===== src/rtl/png_line_ctrl.sv =====
`default_nettype none
// ============================================================================
// Module   : png_line_ctrl
// Desc     : Line-buffer sequencer for the PNG filter stage. Accepts a raster
//            pixel stream, reads the previous-row byte from a single-port
//            line buffer, writes the current byte back, and presents the
//            cur/up/left/upleft neighbourhood to the filter unit.
// Options  : PNG_LAST_ROW_SKIP_WR_EN - when defined, the last row of a frame
//            issues no buffer writes (the row is skipped in full, so the
//            buffer's wrap pointers stay aligned).
// Revision : 1.0 - initial release
// ============================================================================
module png_line_ctrl #(
    parameter int DATA_WD = 8,
    parameter int W_WD    = 13,
    parameter int H_WD    = 13
) (
    input  logic               clk,
    input  logic               rst,
    input  logic               start_i,
    input  logic [W_WD-1:0]    cfg_w_i,
    input  logic [H_WD-1:0]    cfg_h_i,
    input  logic               pix_val_i,
    input  logic [DATA_WD-1:0] pix_dat_i,
    output logic               pix_rdy_o,
    output logic               buf_wr_val_o,
    output logic [DATA_WD-1:0] buf_wr_dat_o,
    output logic               buf_rd_val_o,
    input  logic [DATA_WD-1:0] buf_rd_dat_i,
    output logic               flt_val_o,
    output logic [DATA_WD-1:0] flt_cur_o,
    output logic [DATA_WD-1:0] flt_up_o,
    output logic [DATA_WD-1:0] flt_left_o,
    output logic [DATA_WD-1:0] flt_upleft_o,
    output logic               flt_sol_o,
    output logic               flt_eol_o,
    output logic               flt_eof_o,
    output logic               busy_o,
    output logic               done_o
);

    // ------------------------------------------------------------------
    // State encoding
    // ------------------------------------------------------------------
    localparam logic [1:0] S_IDLE = 2'd0;
    localparam logic [1:0] S_ACPT = 2'd1;
    localparam logic [1:0] S_RD   = 2'd2;
    localparam logic [1:0] S_WR   = 2'd3;

    localparam logic [W_WD-1:0] C_W_ONE = W_WD'(1);
    localparam logic [H_WD-1:0] C_H_ONE = H_WD'(1);

    // ------------------------------------------------------------------
    // Registers and next-state values
    // ------------------------------------------------------------------
    logic [1:0]         state_q,      state_d;
    logic [W_WD-1:0]    cfg_w_q,      cfg_w_d;
    logic [H_WD-1:0]    cfg_h_q,      cfg_h_d;
    logic [W_WD-1:0]    x_q,          x_d;
    logic [H_WD-1:0]    y_q,          y_d;
    logic [DATA_WD-1:0] cur_q,        cur_d;
    logic               flt_val_q,    flt_val_d;
    logic [DATA_WD-1:0] flt_cur_q,    flt_cur_d;
    logic [DATA_WD-1:0] flt_up_q,     flt_up_d;
    logic [DATA_WD-1:0] flt_left_q,   flt_left_d;
    logic [DATA_WD-1:0] flt_upleft_q, flt_upleft_d;
    logic               flt_sol_q,    flt_sol_d;
    logic               flt_eol_q,    flt_eol_d;
    logic               flt_eof_q,    flt_eof_d;
    logic               done_q,       done_d;

    // ------------------------------------------------------------------
    // Position decode for the pixel currently in flight
    // ------------------------------------------------------------------
    logic w_cfg_zero;
    logic w_first_col;
    logic w_first_row;
    logic w_last_col;
    logic w_last_row;
    logic w_eof;

    assign w_cfg_zero  = (cfg_w_i == '0) || (cfg_h_i == '0);
    assign w_first_col = (x_q == '0);
    assign w_first_row = (y_q == '0);
    assign w_last_col  = (x_q == (cfg_w_q - C_W_ONE));
    assign w_last_row  = (y_q == (cfg_h_q - C_H_ONE));
    assign w_eof       = w_last_col && w_last_row;

    // State register
    always_ff @(posedge clk) begin
        if (rst) begin
            state_q <= S_IDLE;
        end else begin
            state_q <= state_d;
        end
    end

    // Next-state decode: row 0 has nothing above it, so it skips the read
    always_comb begin
        state_d = state_q;
        case (state_q)
            S_IDLE: begin
                if (start_i && !w_cfg_zero) begin
                    state_d = S_ACPT;
                end
            end
            S_ACPT: begin
                if (pix_val_i) begin
                    state_d = w_first_row ? S_WR : S_RD;
                end
            end
            S_RD: begin
                state_d = S_WR;
            end
            S_WR: begin
                state_d = w_eof ? S_IDLE : S_ACPT;
            end
            default: begin
                state_d = S_IDLE;
            end
        endcase
    end

    // Output decode: strobes are one-hot per state so read and write never overlap
    always_comb begin
        pix_rdy_o    = 1'b0;
        buf_rd_val_o = 1'b0;
        buf_wr_val_o = 1'b0;
        busy_o       = (state_q != S_IDLE);
        case (state_q)
            S_ACPT: pix_rdy_o    = 1'b1;
            S_RD:   buf_rd_val_o = 1'b1;
`ifdef PNG_LAST_ROW_SKIP_WR_EN
            // Nothing reads the last row back, so its write is dropped.
            S_WR:   buf_wr_val_o = !w_last_row;
`else
            S_WR:   buf_wr_val_o = 1'b1;
`endif
            default: begin
                pix_rdy_o    = 1'b0;
            end
        endcase
    end

    // Datapath next-state: config latch, pixel capture, neighbourhood and counters
    always_comb begin
        cfg_w_d      = cfg_w_q;
        cfg_h_d      = cfg_h_q;
        x_d          = x_q;
        y_d          = y_q;
        cur_d        = cur_q;
        flt_val_d    = 1'b0;
        flt_cur_d    = flt_cur_q;
        flt_up_d     = flt_up_q;
        flt_left_d   = flt_left_q;
        flt_upleft_d = flt_upleft_q;
        flt_sol_d    = flt_sol_q;
        flt_eol_d    = flt_eol_q;
        flt_eof_d    = flt_eof_q;
        done_d       = 1'b0;
        case (state_q)
            S_IDLE: begin
                if (start_i) begin
                    if (w_cfg_zero) begin
                        // Empty frame completes immediately.
                        done_d = 1'b1;
                    end else begin
                        cfg_w_d = cfg_w_i;
                        cfg_h_d = cfg_h_i;
                        x_d     = '0;
                        y_d     = '0;
                    end
                end
            end
            S_ACPT: begin
                if (pix_val_i) begin
                    cur_d = pix_dat_i;
                end
            end
            S_WR: begin
                flt_val_d    = 1'b1;
                flt_cur_d    = cur_q;
                // Read data is only meaningful if this pixel went through RD.
                flt_up_d     = w_first_row ? '0 : buf_rd_dat_i;
                // The previous neighbourhood still sits in the output
                // registers, so its cur/up become this pixel's left/upleft.
                flt_left_d   = w_first_col ? '0 : flt_cur_q;
                flt_upleft_d = (w_first_col || w_first_row) ? '0 : flt_up_q;
                flt_sol_d    = w_first_col;
                flt_eol_d    = w_last_col;
                flt_eof_d    = w_eof;
                if (w_last_col) begin
                    x_d = '0;
                    y_d = y_q + C_H_ONE;
                end else begin
                    x_d = x_q + C_W_ONE;
                end
                if (w_eof) begin
                    done_d = 1'b1;
                end
            end
            default: begin
                cur_d = cur_q;
            end
        endcase
    end

    // Datapath registers
    always_ff @(posedge clk) begin
        if (rst) begin
            cfg_w_q      <= '0;
            cfg_h_q      <= '0;
            x_q          <= '0;
            y_q          <= '0;
            cur_q        <= '0;
            flt_val_q    <= 1'b0;
            flt_cur_q    <= '0;
            flt_up_q     <= '0;
            flt_left_q   <= '0;
            flt_upleft_q <= '0;
            flt_sol_q    <= 1'b0;
            flt_eol_q    <= 1'b0;
            flt_eof_q    <= 1'b0;
            done_q       <= 1'b0;
        end else begin
            cfg_w_q      <= cfg_w_d;
            cfg_h_q      <= cfg_h_d;
            x_q          <= x_d;
            y_q          <= y_d;
            cur_q        <= cur_d;
            flt_val_q    <= flt_val_d;
            flt_cur_q    <= flt_cur_d;
            flt_up_q     <= flt_up_d;
            flt_left_q   <= flt_left_d;
            flt_upleft_q <= flt_upleft_d;
            flt_sol_q    <= flt_sol_d;
            flt_eol_q    <= flt_eol_d;
            flt_eof_q    <= flt_eof_d;
            done_q       <= done_d;
        end
    end

    assign buf_wr_dat_o = cur_q;
    assign flt_val_o    = flt_val_q;
    assign flt_cur_o    = flt_cur_q;
    assign flt_up_o     = flt_up_q;
    assign flt_left_o   = flt_left_q;
    assign flt_upleft_o = flt_upleft_q;
    assign flt_sol_o    = flt_sol_q;
    assign flt_eol_o    = flt_eol_q;
    assign flt_eof_o    = flt_eof_q;
    assign done_o       = done_q;

endmodule
`default_nettype wire


===== config.mk =====
export PLATFORM = sky130hd
export DESIGN_NAME = png_line_ctrl
export DESIGN_NICKNAME = d
export VERILOG_FILES = /design/src/rtl/png_line_ctrl.sv
export SDC_FILE = /design/constraint.sdc
export NUM_CORES = 1
export LEC_CHECK = 0
export BUFFER_PORTS_ARGS = -buffer_cell sky130_fd_sc_hd__buf_2
export CAP_MARGIN = 20
export CORE_MARGIN = 2
export CORE_UTILIZATION = 53
export DETAILED_ROUTE_END_ITERATION = 8
export MAX_ROUTING_LAYER = met4
export PLACE_DENSITY = 0.77
export SLEW_MARGIN = 20
export SYNTH_ARGS = -nofsm -noshare
export SYNTH_HDL_FRONTEND = slang
export SYNTH_SLANG_ARGS = --single-unit

===== constraint.sdc =====
create_clock -name clk -period 6.2 [get_ports clk]
set_clock_uncertainty 0.05 [all_clocks]
set_input_delay 0.31 -clock clk [delete_from_list [all_inputs] [get_ports clk]]
set_output_delay 0.31 -clock clk [all_outputs]
set_load 0.05 [all_outputs]

== Word level (Yosys, flattened, before mapping) ==
Index checks and enable logic that the tools add are counted.
Storage, ports and cells
  bits in registers: 99
Cells by class
  reduce and logical (&&, ||, !) cells: 17
  muxes and demuxes: 21
  add/subtract/negate cells: 4
  eq/ne operators: 10
  bitwise operators: 1
Operator list (count)
  $logic_not 13->1: 4
  $mux 13: 4
  $pmux 13 s2: 2
  $add 13x1->13 const B: 2
  $eq 13x13->1: 2
  $sub 13x1->13 const B: 2
  $mux 8: 3
  $ne 2x2->1 const B: 5
  $mux 1: 8
  $pmux 2 s4: 1
  $reduce_and 3->1: 2
  $eq 2x2->1 const B: 2
  $mux 2: 2
  $reduce_and 2->1: 2
  $reduce_and 4->1: 1
  $reduce_bool 2->1: 2
  $eq 2x1->1 const B: 1
  $logic_and 1x1->1: 2
  $logic_not 2->1: 1
  $logic_or 1x1->1: 2
  $pmux 1 s2: 1
  $logic_not 1->1: 1
  $not 1->1: 1

== Depth between registers and ports, before layout ==
Gate-level depths: netlist of the first run.
  word-level depth: 6
  depth in mapped cells: 11
  depth with buffers taken out: 9

== Worst setup path after synthesis of the first run ==
No wires, ideal clock.
  path type: register -> register
  from: reg cfg_w_q[0]
  to: reg y_q[11]
  buffers on the path: 2
  required time: 6.078 ns
  stages on the path, launching flop included: 12
  library setup time: 0.072 ns
  slack: 3.394 ns
  data arrival time: 2.684 ns
  cell sequence: dfxtp_1 clkbuf_1 inv_1 ha_1 or3b_1 or4_1 o22ai_2 o211a_1 a41oi_4 buf_6 or3_1 a21oi_1
Between the ends
  cells in the longest elaborated chain, start to end: 4
Ends and longest elaborated chain
  start: declaration: line 57  | logic [W_WD-1:0] cfg_w_q, cfg_w_d;
  start signal: assignment: line 226  | cfg_w_q <= cfg_w_d;
  $sub 13x1->13: line 85  | assign w_last_col = (x_q == (cfg_w_q - C_W_ONE));
  $eq 13x13->1: line 85
  $ne 2x2->1 (no source line)
  $reduce_and 4->1 (no source line)
  end signal: assignment: line 229  | y_q <= y_d;
  end: declaration: line 60  | logic [H_WD-1:0] y_q, y_d;
Every way passes these cells.
A chain may end at the register's enable or synchronous reset.

== Worst setup path in the final report of the first run ==
  from: reg cfg_w_q[0]
  to: reg y_q[0]
The elaborated chain is that of the path after synthesis.

==> results.py, run 1 <==
metrics = {
    "global_route": {
        "grt_remaining_overflow": 0,
        "grt_usage_pct": 24.9,
        "grt_pass1_vias": 4252,
        "antenna_found_initial": 0,
        "grt_pass1_wl_mm": 20.0,
        "grt_max_degree": 80,
    },
    "drt": {
        "dr_total_vias": 4518,
        "drt-initial-drc-count": 288,
        "ant_nets": 0,
        "drc": 0,
        "drt_wl_total_mm": 12.1,
        "via_per_inst": 5.82,
        "wire_per_inst_um": 15.6,
        "first_pass_iters": 5,
    },
    "clock_network": {
        "cts_tree": "built",
        "hold_buffers": 0,
        "clock_sinks": 99,
        "h-tree-depth": 3,
        "clk_pin_slew_ns": 0.11,
        "worstSkewPairLatency_ns": 0.37,
        "post_cts_resized": 0,
        "postCtsSetupBuffers": 0,
        "clockBufferDepth": 2,
        "root_buffer": "clkbuf_8",
        "cts_buffers": 9,
    },
    "final_layout": {
        "drive_gt1_share_pct": 18.5,
        "final_util_pct": 61.6,
        "n_antenna_cell": 0,
        "num-nets-final": 716,
        "area_growth_pct": 13.3,
        "nFillCells": 833,
    },
    "setup_path": {
        "start_kind": "flip-flop",
        "crit_start": "cfg_w_q[0]",
        "r2r_end": "y_q[0]",
        "cp.required_ns": 6.37,
        "r2r_slack_ns": 2.78,
        "end_kind": "flip-flop",
        "ff2ff_path_depth": 9,
        "path_max_fanout": 17,
        "reg2reg_from": "cfg_w_q[0]",
        "crit_end": "y_q[0]",
        "worstPathArrival_ns": 3.59,
        "critPathKind": "reg -> reg",
    },
    "power_and_ir_drop": {
        "p_sw_uw": 770,
        "p_total_mw": 1.88,
        "p_leak_nw": 2.38,
        "pwr-share-seq_pct": 40.1,
        "pwr_density_cell_mw_per_mm2": 333,
        "switching_share_pct": 40.8,
        "internal_power_mw": 1.12,
        "max-vdd-ir-drop_v": 0.000199,
        "clockPowerShare_pct": 21.6,
        "combPwrFrac_pct": 38.3,
    },
    "timing": {
        "setup_slack_ns": 2.78,
        "hold-worst-slack_ns": 0.132,
        "fin_crit_sh_pct": 55.2,
        "tightest_slew_ns": 1.09,
        "hold_viol": 0,
        "setup_viol_count_final": 0,
        "max-slew-margin-rel_pct": 27.2,
        "period_minus_slack_ns": 3.42,
        "setup_tns_ns": 0,
        "rsz0062_at_grt": "no",
        "slew_viol_final": 0,
        "max_freq_mhz": 292,
    },
    "yosys": {
        "synth_top_area_share_pct": 39.6,
        "yosys.area.top_type": "dfxtp_1",
        "syn-num-nets": 647,
        "syn_avg_cell_area_um2": 8.46,
        "synth-seq-cells": 99,
        "synth_flop_cell": "dfxtp_1",
        "netlist_instances": 591,
        "synthTopCellsByArea": "dfxtp_1 40%, mux2i_1 7.6%, nor2_1 6.2%",
        "syn-cell-area_mm2": 0.00500,
        "synth-edff-count": 0,
        "synth_warnings": 0,
        "async_flop_share_pct": 0,
        "yosysSeqAreaShare_pct": 39.6,
        "synth_cell_types": 61,
    },
    "job": {
        "drv_cap": 0,
    },
    "floorplan": {
        "io_pins": 95,
        "dieArea_mm2": 0.0102,
        "die_h_um": 101,
        "start_util_pct": 54.4,
        "die_w_um": 101,
        "core-area_mm2": 0.00920,
        "row_count": 35,
    },
    "outcome": {
        "outcome": "complete, no violations",
    },
    "placement": {
        "io_buffer_count": 94,
        "dp_hpwl_mm": 8.79,
        "preCtsSetupSlack_ns": 2.88,
        "gp_congestion": 0.909,
    },
    "worst_hold_path": {
        "min_path_type": "in -> reg",
    },
}
==> worst min path at each step <==
stage                     from  slack (ns)  cells past startpoint         endpoint
3_5_place_dp   buf_wr_dat_o[2]        0.42                      2  buf_wr_dat_o[2]
2_1_floorplan       cfg_h_i[0]        0.40                      2       cfg_h_q[0]
6_report          pix_dat_i[0]        0.13                      3  buf_wr_dat_o[0]
4_1_cts           pix_dat_i[0]        0.12                      3  buf_wr_dat_o[0]
3_3_place_gp         flt_eof_o        0.40                      2        flt_eof_o
5_1_grt           pix_dat_i[0]        0.14                      3  buf_wr_dat_o[0]
==> worst max-delay path, cell delays in order (launching register included) <==
cell and delay (ns):
dfxtp_1 0.38, inv_1 0.08, ha_1 0.22, or3b_1 0.41, or4_1 0.54, o22ai_2 0.16, o211a_1 0.21, a41oi_4 0.24
o21ai_1 0.82, mux2i_1 0.14
==> sequential cells by signal, summed over array words and instances, names as in the netlist, 13 cells and up <==
signal,flops
cfg_w_q,13
x_q,13
y_q,13
cfg_h_q,13
==> power groups by stage <==
| stage | Combinational [mW] | Sequential [mW] | Clock, mW |
|---|---|---|---|
| 2_1_floorplan | 0.558 | 0.776 | 0 |
| 3_3_place_gp | 0.695 | 0.765 | 0 |
| 3_5_place_dp | 0.716 | 0.769 | 0 |
| 4_1_cts | 0.719 | 0.755 | 0.412 |
| 5_1_grt | 0.797 | 0.765 | 0.439 |
| 6_report | 0.723 | 0.756 | 0.407 |
==> metal layers <==
metal / global-route usage, % / wire length (µm) / share of wire, %
met1: 33.1 / 5490 / 45
met2: 38.6 / 5620 / 47
met3: 4.16 / 718 / 5.9
met4: 8.00 / 240 / 2.0
met5: - / 0 / 0
==> layout make-up <==
| class | instances | area [µm²] | share of cell area, % |
|---|---|---|---|
| clock buffer | 9 | 124 | 2.19 |
| timing repair buffer | 98 | 500 | 8.83 |
| tap | 111 | 139 | 2.45 |
| inverter | 21 | 78.8 | 1.39 |
| sequential | 99 | 1980 | 35.0 |
| multi-input combinational | 431 | 2780 | 49.0 |
| clock inverter | 7 | 65.1 | 1.15 |
==> layout by cell type (no fill, tap or decap), types with 3 or more instances in the layout <==
| master | n |
|---|---|
| o211a_1 | 3 |
| o31ai_1 | 3 |
| and3_1 | 6 |
| inv_6 | 3 |
| nor2b_1 | 4 |
| o21ai_1 | 3 |
| and4_1 | 3 |
| a21oi_1 | 35 |
| a31oi_1 | 6 |
| o211ai_1 | 3 |
| clkbuf_8 | 9 |
| inv_1 | 21 |
| xor2_1 | 20 |
| ha_1 | 10 |
| nand3_1 | 27 |
| xnor2_1 | 21 |
| nand4_1 | 16 |
| buf_4 | 4 |
| mux2i_1 | 38 |
| buf_2 | 94 |
| a22oi_1 | 16 |
| nand2_1 | 39 |
| nor2_1 | 83 |
| dfxtp_1 | 99 |
| or3_1 | 11 |
| nand3b_1 | 3 |
| nor4b_1 | 3 |
| o21ai_0 | 10 |
| nor3_1 | 15 |
| nor4_1 | 13 |
==> cell usage after synthesis (all sizes together), types with 3 or more instances <==
library cell and count:
a21oi 35, and3 6, dfxtp 99, or3 11
xor2 20, inv 21, buf 11, or4 3
a31oi 6, nor3 15, nor2 83, nor4b 3
clkbuf 29, o31ai 3, nand2 39, ha 10
o211ai 3, nor2b 4, nand4 16, and4 3
o21ai 13, mux2i 38, nand3b 3, o211a 3
a22oi 16, nor4 14, nand3 27, xnor2 21
==> stage by stage <==
step,instance area (µm²),std cells
floorplan,5000,591
global placement,5470,760
detailed placement,5470,760
CTS,5660,776
global route,5670,776
finish,5670,776
==> kinds of logic after synthesis <==
group,Yosys count,synth area share [%]
flops,99,39.6
buf+inv,61,4.96
compound gates,102,13.9
simple gates,239,23.9
mux,39,7.83
xor+xnor,41,7.18
fa+ha+maj,10,2.50
(Power assumes the default switching activity.)
==> run 2: changes to the inputs <==
Settings changed: CORE_UTILIZATION 53 to 50, PLACE_DENSITY 0.77 to 0.76.
Clock period 6.2 ns to 2.8 ns, I/O delays scaled along.
==> results.py, run 2 (same netlist as run 1, synthesis figures left out) <==
metrics = {
    "floorplan": {
        "dieArea_mm2": 0.0108,
        "die_h_um": 104,
        "row_count": 36,
        "core-area_mm2": 0.00973,
        "io_pins": 95,
        "die_w_um": 104,
        "start_util_pct": 51.4,
    },
    "final_layout": {
        "stdcell_count": 866,
        "drive_gt1_share_pct": 21.7,
        "final_util_pct": 65.3,
        "ff_latch_area_mm2": 0.00198,
        "num-nets-final": 784,
        "nFillCells": 792,
        "area_growth_pct": 27.0,
        "n_antenna_cell": 0,
        "multiInputGateArea_mm2": 0.00284,
        "layout_commonest_cell": "dfxtp_1",
        "mostFrequentLayoutCells": "99 x dfxtp_1, 94 x buf_2, 83 x nor2_1, 40 x dlygate4sd3_1, 39 x nand2_1",
    },
    "clock_network": {
        "h-tree-depth": 3,
        "clock_sinks": 99,
        "cts_tree": "built",
        "clockBufferDepth": 2,
        "clk_pin_slew_ns": 0.10,
        "root_buffer": "clkbuf_8",
        "worstSkewPairLatency_ns": 0.38,
        "cts_buffers": 9,
    },
    "power_and_ir_drop": {
        "clockPowerShare_pct": 20.0,
        "p_total_mw": 4.44,
        "pwr_density_cell_mw_per_mm2": 700,
        "switching_share_pct": 40.8,
        "combPwrFrac_pct": 43.1,
        "pwr-share-seq_pct": 36.9,
        "max-vdd-ir-drop_v": 0.000436,
        "p_sw_mw": 1.81,
        "p_leak_nw": 2.68,
        "internal_power_mw": 2.63,
    },
    "global_route": {
        "grt_usage_pct": 26.5,
        "grt_remaining_overflow": 0,
        "grt_max_degree": 47,
        "grt_pass1_vias": 4802,
        "grt_pass1_wl_mm": 23.0,
        "antenna_found_initial": 0,
    },
    "timing": {
        "tightest_slew_ns": 0.636,
        "slew_viol_final": 0,
        "setup_tns_ns": 0,
        "hold_viol": 1,
        "hold-worst-slack_ns": -0.00353,
        "setup_viol_count_final": 0,
        "max-slew-margin-rel_pct": 57.3,
        "max_freq_mhz": 367,
        "period_minus_slack_ns": 2.72,
        "fin_crit_sh_pct": 97.3,
    },
    "worst_hold_path": {
        "worstHoldStart": "cfg_w_i[9]",
        "min_path_type": "in -> reg",
    },
    "outcome": {
        "violations": "hold timing",
        "outcome": "finished with violations",
    },
    "drt": {
        "drc": 0,
        "ant_nets": 0,
        "dr_total_vias": 5025,
        "first_pass_iters": 5,
        "drt_wl_total_mm": 14.4,
        "wire_per_inst_um": 16.6,
        "drt-initial-drc-count": 475,
        "via_per_inst": 5.80,
    },
    "setup_path": {
        "reg2reg_from": "cfg_w_q[0]",
        "crit_buf_inv": 1,
        "crit_start": "cfg_w_q[0]",
        "path_cells": "inv_1 > ha_2 > or3b_4 > or4_1 > o22ai_2 > o211a_4 > a41oi_4 > or3_1 > a21oi_1",
        "cp.required_ns": 3.06,
        "critPathKind": "reg -> reg",
        "path_max_fanout": 8,
        "slowest_delay_ns": 0.52,
        "slowest_stage": "or4_1",
        "end_kind": "flip-flop",
        "crit_family": "simple AND/OR/NAND/NOR gates",
        "start_kind": "flip-flop",
        "worstPathArrival_ns": 2.98,
    },
    "placement": {
        "placed_cells": 807,
        "gp_congestion": 0.913,
        "io_buffer_count": 94,
        "dp_hpwl_mm": 9.22,
    },
    "job": {
        "drv_cap": 0,
    },
}
[run 2: changes by cell type in the layout (fill, tap and decap cells not counted), sizes merged]
cell and change:
a41oi +1, buf +27, dlygate4sd3 +40, inv -2
clkinv +2
[run 2: worst paths after layout]
kind / to / slack (ns) / cells past startpoint
hold / removal: cfg_w_q[9] / -0.004 / 3
setup / recovery: y_q[6] / 0.08 / 9
hold reg to reg: buf_wr_dat_o[6] / 0.43 / 2
setup reg to reg: y_q[6] / 0.08 / 9
[run 2: cell type report]
class | count | area share (%)
multi-input cells | 432 | 44.7
flip-flops and latches | 99 | 31.2
clock inverters | 7 | 0.926
well taps | 133 | 2.62
repair buffers | 165 | 17.4
inverters | 21 | 1.24
clock buffers | 9 | 1.95
[run 2: tightest hold or removal path, delay by kind of cell]
family                 cells  cell delay, ns
multiplexers               1            0.07
buffers and inverters      1            0.10
AND/OR/NAND/NOR            1            0.08
[run 2: timing repair]
item,in CTS,in global routing
setup endpoints to repair,0,28
resized for setup,0,9
endpoints found under the hold margin,40,0
hold buffers,40,0
setup buffers,0,2
[run 2: layer usage]
layer	vias to the layer above	wire length [µm]	track usage (%)
li1	2378	-	-
met1	2350	5940	33.1
met2	248	6940	43.1
met3	49	1060	4.07
met4	0	406	11.0
met5	-	0	-
[run 2: power groups by stage]
stage | logic, mW | registers, mW | clock network [mW]
finish | 1.92 | 1.64 | 0.887
CTS | 1.80 | 1.64 | 0.887
global placement | 1.69 | 1.66 | 0
floorplan | 1.24 | 1.72 | 0
detailed placement | 1.75 | 1.67 | 0
global route | 2.07 | 1.66 | 0.942
[run 2: metrics by stage]
stage / worst slack (ns) / cell area (µm²)
floorplan: 0.00192 / 5010
global placement: 0.124 / 5690
detailed placement: 0.0349 / 5690
CTS: 0.00277 / 6270
global route: -0.00443 / 6350
finish: 0.0751 / 6350
